--- config.mk ---
export PLATFORM = sky130hd
export DESIGN_NAME = multicycle_exu
export DESIGN_NICKNAME = d
export VERILOG_FILES = /design/src/rtl/multicycle_exu.sv
export SDC_FILE = /design/constraint.sdc
export NUM_CORES = 2
export LEC_CHECK = 0
export CAP_MARGIN = 20
export CORE_ASPECT_RATIO = 2
export CORE_UTILIZATION = 38
export CTS_BUF_LIST = sky130_fd_sc_hd__clkbuf_8 sky130_fd_sc_hd__clkbuf_16
export DETAILED_ROUTE_END_ITERATION = 7
export PLACE_DENSITY = 0.51
export SYNTH_ARGS = -nofsm -noshare
export SYNTH_HDL_FRONTEND = slang
export SYNTH_SLANG_ARGS = --single-unit
--- constraint.sdc ---
create_clock -name clk -period 15.85 [get_ports clk]
set_input_delay 2.3775 -clock clk [delete_from_list [all_inputs] [get_ports clk]]
set_output_delay 2.3775 -clock clk [all_outputs]
set_load 0.03 [all_outputs]
--- src/rtl/multicycle_exu.sv ---
// Multi-cycle RV64I decode/execute unit: IDLE -> DECODE -> EXEC -> WB, halting on ebreak or illegal encodings.
// Define EXU_RTYPE_EN to add the register-register ALU group (opcode 0110011).
module multicycle_exu #(
    parameter int unsigned     XLEN     = 64,
    parameter int unsigned     NREG     = 32,
    parameter logic [XLEN-1:0] RESET_PC = XLEN'(64'h8000_0000)
) (
    input  logic            clk,
    input  logic            rst_n,
    input  logic            inst_valid,
    output logic            inst_ready,
    input  logic [31:0]     inst,
    output logic [XLEN-1:0] pc,
    output logic            commit_valid,
    output logic [4:0]      commit_rd,
    output logic [XLEN-1:0] commit_data,
    output logic            halt,
    output logic            halt_illegal,
    output logic [31:0]     halt_code,
    input  logic [4:0]      dbg_raddr,
    output logic [XLEN-1:0] dbg_rdata
);

    localparam int unsigned RAW = $clog2(NREG);

    typedef enum logic [2:0] {S_IDLE, S_DECODE, S_EXEC, S_WB, S_HALT} state_t;
    typedef enum logic [3:0] {
        OP_ADD, OP_SUB, OP_SLT, OP_SLTU, OP_XOR, OP_OR, OP_AND,
        OP_LUI, OP_AUIPC, OP_JAL, OP_JALR
    } op_t;

    state_t          r_state;
    op_t             r_op;
    logic [31:0]     r_inst;
    logic [XLEN-1:0] r_rs1;
    logic [XLEN-1:0] r_opb;
    logic [XLEN-1:0] r_next_pc;
    logic [XLEN-1:0] r_regs [NREG];

    logic [6:0]      w_opcode;
    logic [2:0]      w_funct3;
    logic [4:0]      w_rd;
    logic [XLEN-1:0] w_imm_i;
    logic [XLEN-1:0] w_imm_u;
    logic [XLEN-1:0] w_imm_j;
    logic [XLEN-1:0] w_imm;
    logic [XLEN-1:0] w_rs1_val;
    logic [XLEN-1:0] w_rs2_val;
    logic            w_legal;
    logic            w_use_rs2;
    logic            w_ebreak;
    op_t             w_op;
    logic [XLEN-1:0] w_result;
    logic [XLEN-1:0] w_next_pc;

    assign w_opcode  = r_inst[6:0];
    assign w_funct3  = r_inst[14:12];
    assign w_rd      = r_inst[11:7];
    assign w_ebreak  = (r_inst == 32'h0010_0073);
    assign w_imm_i   = {{(XLEN-12){r_inst[31]}}, r_inst[31:20]};
    assign w_imm_u   = {{(XLEN-32){r_inst[31]}}, r_inst[31:12], 12'b0};
    assign w_imm_j   = {{(XLEN-21){r_inst[31]}}, r_inst[31], r_inst[19:12], r_inst[20], r_inst[30:21], 1'b0};
    assign w_rs1_val = r_regs[RAW'(r_inst[19:15])];
    assign w_rs2_val = r_regs[RAW'(r_inst[24:20])];
    assign dbg_rdata = (32'(dbg_raddr) < NREG) ? r_regs[RAW'(dbg_raddr)] : '0;

    // Classify the latched instruction and pick its immediate.
    always_comb begin
        w_op      = OP_ADD;
        w_legal   = 1'b0;
        w_use_rs2 = 1'b0;
        w_imm     = w_imm_i;
        case (w_opcode)
            7'b0010011: begin
                w_legal = 1'b1;
                case (w_funct3)
                    3'b000:  w_op = OP_ADD;
                    3'b010:  w_op = OP_SLT;
                    3'b011:  w_op = OP_SLTU;
                    3'b100:  w_op = OP_XOR;
                    3'b110:  w_op = OP_OR;
                    3'b111:  w_op = OP_AND;
                    default: w_legal = 1'b0;
                endcase
            end
            7'b0110111: begin w_legal = 1'b1; w_op = OP_LUI;   w_imm = w_imm_u; end
            7'b0010111: begin w_legal = 1'b1; w_op = OP_AUIPC; w_imm = w_imm_u; end
            7'b1101111: begin w_legal = 1'b1; w_op = OP_JAL;   w_imm = w_imm_j; end
            7'b1100111: begin w_legal = (w_funct3 == 3'b000); w_op = OP_JALR; end
`ifdef EXU_RTYPE_EN
            7'b0110011: begin
                w_use_rs2 = 1'b1;
                if (r_inst[31:25] == 7'b0000000) begin
                    w_legal = 1'b1;
                    case (w_funct3)
                        3'b000:  w_op = OP_ADD;
                        3'b010:  w_op = OP_SLT;
                        3'b011:  w_op = OP_SLTU;
                        3'b100:  w_op = OP_XOR;
                        3'b110:  w_op = OP_OR;
                        3'b111:  w_op = OP_AND;
                        default: w_legal = 1'b0;
                    endcase
                end else if (r_inst[31:25] == 7'b0100000 && w_funct3 == 3'b000) begin
                    w_legal = 1'b1;
                    w_op    = OP_SUB;
                end
            end
`endif
            default: w_legal = 1'b0;
        endcase
    end

    // Result and next PC from the operands captured in DECODE.
    always_comb begin
        w_next_pc = pc + XLEN'(4);
        case (r_op)
            OP_ADD:   w_result = r_rs1 + r_opb;
            OP_SUB:   w_result = r_rs1 - r_opb;
            OP_SLT:   w_result = XLEN'($signed(r_rs1) < $signed(r_opb));
            OP_SLTU:  w_result = XLEN'(r_rs1 < r_opb);
            OP_XOR:   w_result = r_rs1 ^ r_opb;
            OP_OR:    w_result = r_rs1 | r_opb;
            OP_AND:   w_result = r_rs1 & r_opb;
            OP_LUI:   w_result = r_opb;
            OP_AUIPC: w_result = pc + r_opb;
            OP_JAL: begin
                w_result  = pc + XLEN'(4);
                w_next_pc = pc + r_opb;
            end
            OP_JALR: begin
                w_result  = pc + XLEN'(4);
                w_next_pc = (r_rs1 + r_opb) & ~XLEN'(1);
            end
            default:  w_result = '0;
        endcase
    end

    always_ff @(posedge clk or negedge rst_n) begin
        if (!rst_n) begin
            r_state      <= S_IDLE;
            r_op         <= OP_ADD;
            r_inst       <= '0;
            r_rs1        <= '0;
            r_opb        <= '0;
            r_next_pc    <= '0;
            pc           <= RESET_PC;
            inst_ready   <= 1'b1;
            commit_valid <= 1'b0;
            commit_rd    <= '0;
            commit_data  <= '0;
            halt         <= 1'b0;
            halt_illegal <= 1'b0;
            halt_code    <= '0;
            for (int unsigned i = 0; i < NREG; i++) begin
                r_regs[i] <= '0;
            end
        end else begin
            case (r_state)
                S_IDLE: begin
                    if (inst_valid && inst_ready) begin
                        r_inst     <= inst;
                        inst_ready <= 1'b0;
                        r_state    <= S_DECODE;
                    end
                end
                S_DECODE: begin
                    if (w_ebreak) begin
                        halt_code <= r_regs[10][31:0];
                        halt      <= 1'b1;
                        r_state   <= S_HALT;
                    end else if (!w_legal) begin
                        halt         <= 1'b1;
                        halt_illegal <= 1'b1;
                        r_state      <= S_HALT;
                    end else begin
                        r_op    <= w_op;
                        r_rs1   <= w_rs1_val;
                        r_opb   <= w_use_rs2 ? w_rs2_val : w_imm;
                        r_state <= S_EXEC;
                    end
                end
                S_EXEC: begin
                    commit_valid <= 1'b1;
                    commit_rd    <= w_rd;
                    commit_data  <= (w_rd != 5'd0) ? w_result : '0;
                    r_next_pc    <= w_next_pc;
                    r_state      <= S_WB;
                end
                S_WB: begin
                    // commit_data already carries the result and is zero only for rd==0.
                    if (w_rd != 5'd0) begin
                        r_regs[RAW'(w_rd)] <= commit_data;
                    end
                    commit_valid <= 1'b0;
                    commit_rd    <= '0;
                    commit_data  <= '0;
                    pc           <= r_next_pc;
                    inst_ready   <= 1'b1;
                    r_state      <= S_IDLE;
                end
                S_HALT: r_state <= S_HALT;
                default: r_state <= S_IDLE;
            endcase
        end
    end

endmodule

==> reports/metrics.cfg <==
[finish]
drive_gt1_share_pct=40.8
post-route-util_pct=42.5
fill_cells=33400
area_delta_synth_final_pct=11.4
regArea_sq_um=60500
multiInputGateArea_sq_um=74900
nNetsFinal=10500

[timing]
slew_headroom_pct=16.5
min_period_ns=9.22
finalMaxSlewViolations=0
tns_ns=0
hold_viol_final=0
timing.fmax_mhz=109
rsz0062_at_grt=false
worst_slack_ns=6.63
setup_viol=0
fin_crit_sh_pct=58.1
worstMarginPinSlew_ns=1.25
fin_worst_skew_ns=0.0528

[floorplanning]
pin_count=273
core_area_sq_um=366000
die_y_um=859
rows=314
fp.dieW_um=431
die-area_sq_um=370000
start_util_pct=38.2

[cts]
cts_tree=done
clock_path_buffers=4
htreeDepth=4
cts_sinks=2416
post-cts-setup-buffer-count=0
clkLatencyLatePin_ns=0.94
path_clk_slew_ns=0.06
cts_resized=0
cts-root-buf=clkbuf_16
holdBufCountCts=0
cts_made_buffers=232

[drt]
post_drt_via_cell_ratio=6.31
dr.pass1.iters=5
route.antenna.remaining_nets=0
detail_route.wl_per_cell_um=36.2
num_vias=96600
first_iter_violations=8211
finalWirelength_um=554000
drc=0

[setup_path]
cp-start-kind=primary input
worstSetupPathType=primary input to output port
cp_max_fo=63
cp.arrival_ns=6.84
regToRegSetupSlack_ns=9.15
crit_path_end_kind=output port
required_ns=13.47

[logic_synthesis]
yosys_warnings=0
synthArstFlopShare_pct=100
netlist_area_sq_um=140000
syn_area_per_cell_sq_um=13.4
yosys.cell_types.count=117
synth_top_cells_by_count=2,414 x dfrtp_1, 2,114 x mux2_2, 1,280 x mux4_2, 839 x clkbuf_1, 647 x nand2_1
yosysSeqAreaShare_pct=43.3
yosys.area.top_type=dfrtp_1
yosys_most_used_dff=dfrtp_1
synth_top_area_share_pct=43.2
yosys-top-cells-area=dfrtp_1 43%, mux4_2 21%, mux2_2 17%
synth-edff-count=0
synth-seq-cells=2416
yosysMostFrequentCell=dfrtp_1
syn-num-nets=10700
synthCells=10400

[power]
power.density_nw_per_um2=109
ir_worst_vdd_mv=0.104
power_leakage_nw=69.5

[placement]
gp_congestion=1.04
pre_cts_ws_ns=6.36
port_buffers=272
hpwl_um=362000

[grt]
antenna_found_initial=25
grt_first_pass_wirelength_um=787000
grt_remaining_overflow=0
grt_util_all_layers_pct=29.8
grt_pass1_vias=102000
grt_max_degree=151

[worst_hold_path]
min_path_type=register to register

[run]
cap_violations=0

[run_status]
outcome=finished, final reports clean

## logic make-up (layout without fill, tap and decap cells)
logic type	Yosys count	count (layout)	share of synthesized area (%)
other	0	11	0
XOR/XNOR	194	194	1.22
multiplexers	3481	3481	38.3
adder cells (fa/ha/maj)	259	259	2.34
flip-flops	2416	2416	43.3
AO/OA/AOI/OAI	1456	1456	6.89
buffers and inverters	1215	1195	3.42
AND/OR/NAND/NOR	1387	1387	4.55
## flip-flops by register name, indices dropped and copies added, names as in the netlist
register,cells
commit_data,64
commit_rd,5
commit_valid,1
halt,1
halt_code,32
halt_illegal,1
inst_ready,1
pc,64
r_inst,32
r_next_pc,64
r_op,4
r_opb,32
r_regs,2048
r_rs1,64
r_state,3
## path summary, 6_finish.rpt
check / cells past startpoint / to / start
worst min-delay path: 0 / r_regs[1984] / r_regs[1984]
worst max-delay path: 7 / dbg_rdata[5] / dbg_raddr[0]
max in group asynchronous: 4 / r_regs[542] / rst_n
worst min register to register: 0 / r_regs[1984] / r_regs[1984]
min in group asynchronous: 1 / r_regs[1796] / rst_n
worst max register to register: 14 / commit_data[59] / r_opb[31]
## power by group
part	switching [mW]	internal, mW	leakage [nW]	total [mW]
registers	0.253	6.26	33.7	6.51
logic	3.01	1.47	31.8	4.48
clock network	2.62	3.27	4.04	5.89
## per-stage QoR
stage          hold WS, ns  area [sq um]  cells  power [mW]
4_1_cts              0.399        155000  15300        17.0
3_5_place_dp         0.383        148000  14900        11.0
6_report             0.393        156000  15300        16.9
3_3_place_gp         0.377        147000  14900        11.0
5_1_grt              0.406        156000  15300        17.4
2_1_floorplan        0.439        140000  10400        9.21
## critical path: stages
cell             delay, ns
buf_8                 0.54
buf_4                 0.73
buf_4                 0.87
mux4_2                0.61
mux4_2                0.50
mux2_2                0.34
clkdlybuf4s50_1       0.62
## layout make-up
type                    instances  area share, %
multi-input cells            6777           48.1
diodes                         11         0.0177
repair buffers                588           3.59
clock buffers                 286           4.23
inverters                     190          0.458
flip-flops and latches       2416           38.9
clock inverters               131          0.788
well taps                    4898           3.94
## cells in the final DEF, fill, tap and decap left out, types with 235 or more instances in the layout
cell	instances
a21oi_1	379
clkbuf_16	235
mux4_2	1280
ha_1	256
dfrtp_1	2406
buf_4	283
o21ai_0	340
clkdlybuf4s50_1	266
nor2_1	268
mux2_2	2114
nand2_1	617
## layer usage
layer  GRT usage, %  up-vias  wire (um)
li1               -    39300          -
met1           35.1    52300     208000
met2           51.2     3690     279000
met3           4.12     1271      27600
met4           18.4        4      40400
met5              0        -         27
Note: power is estimated with default switching activity, not from simulation.
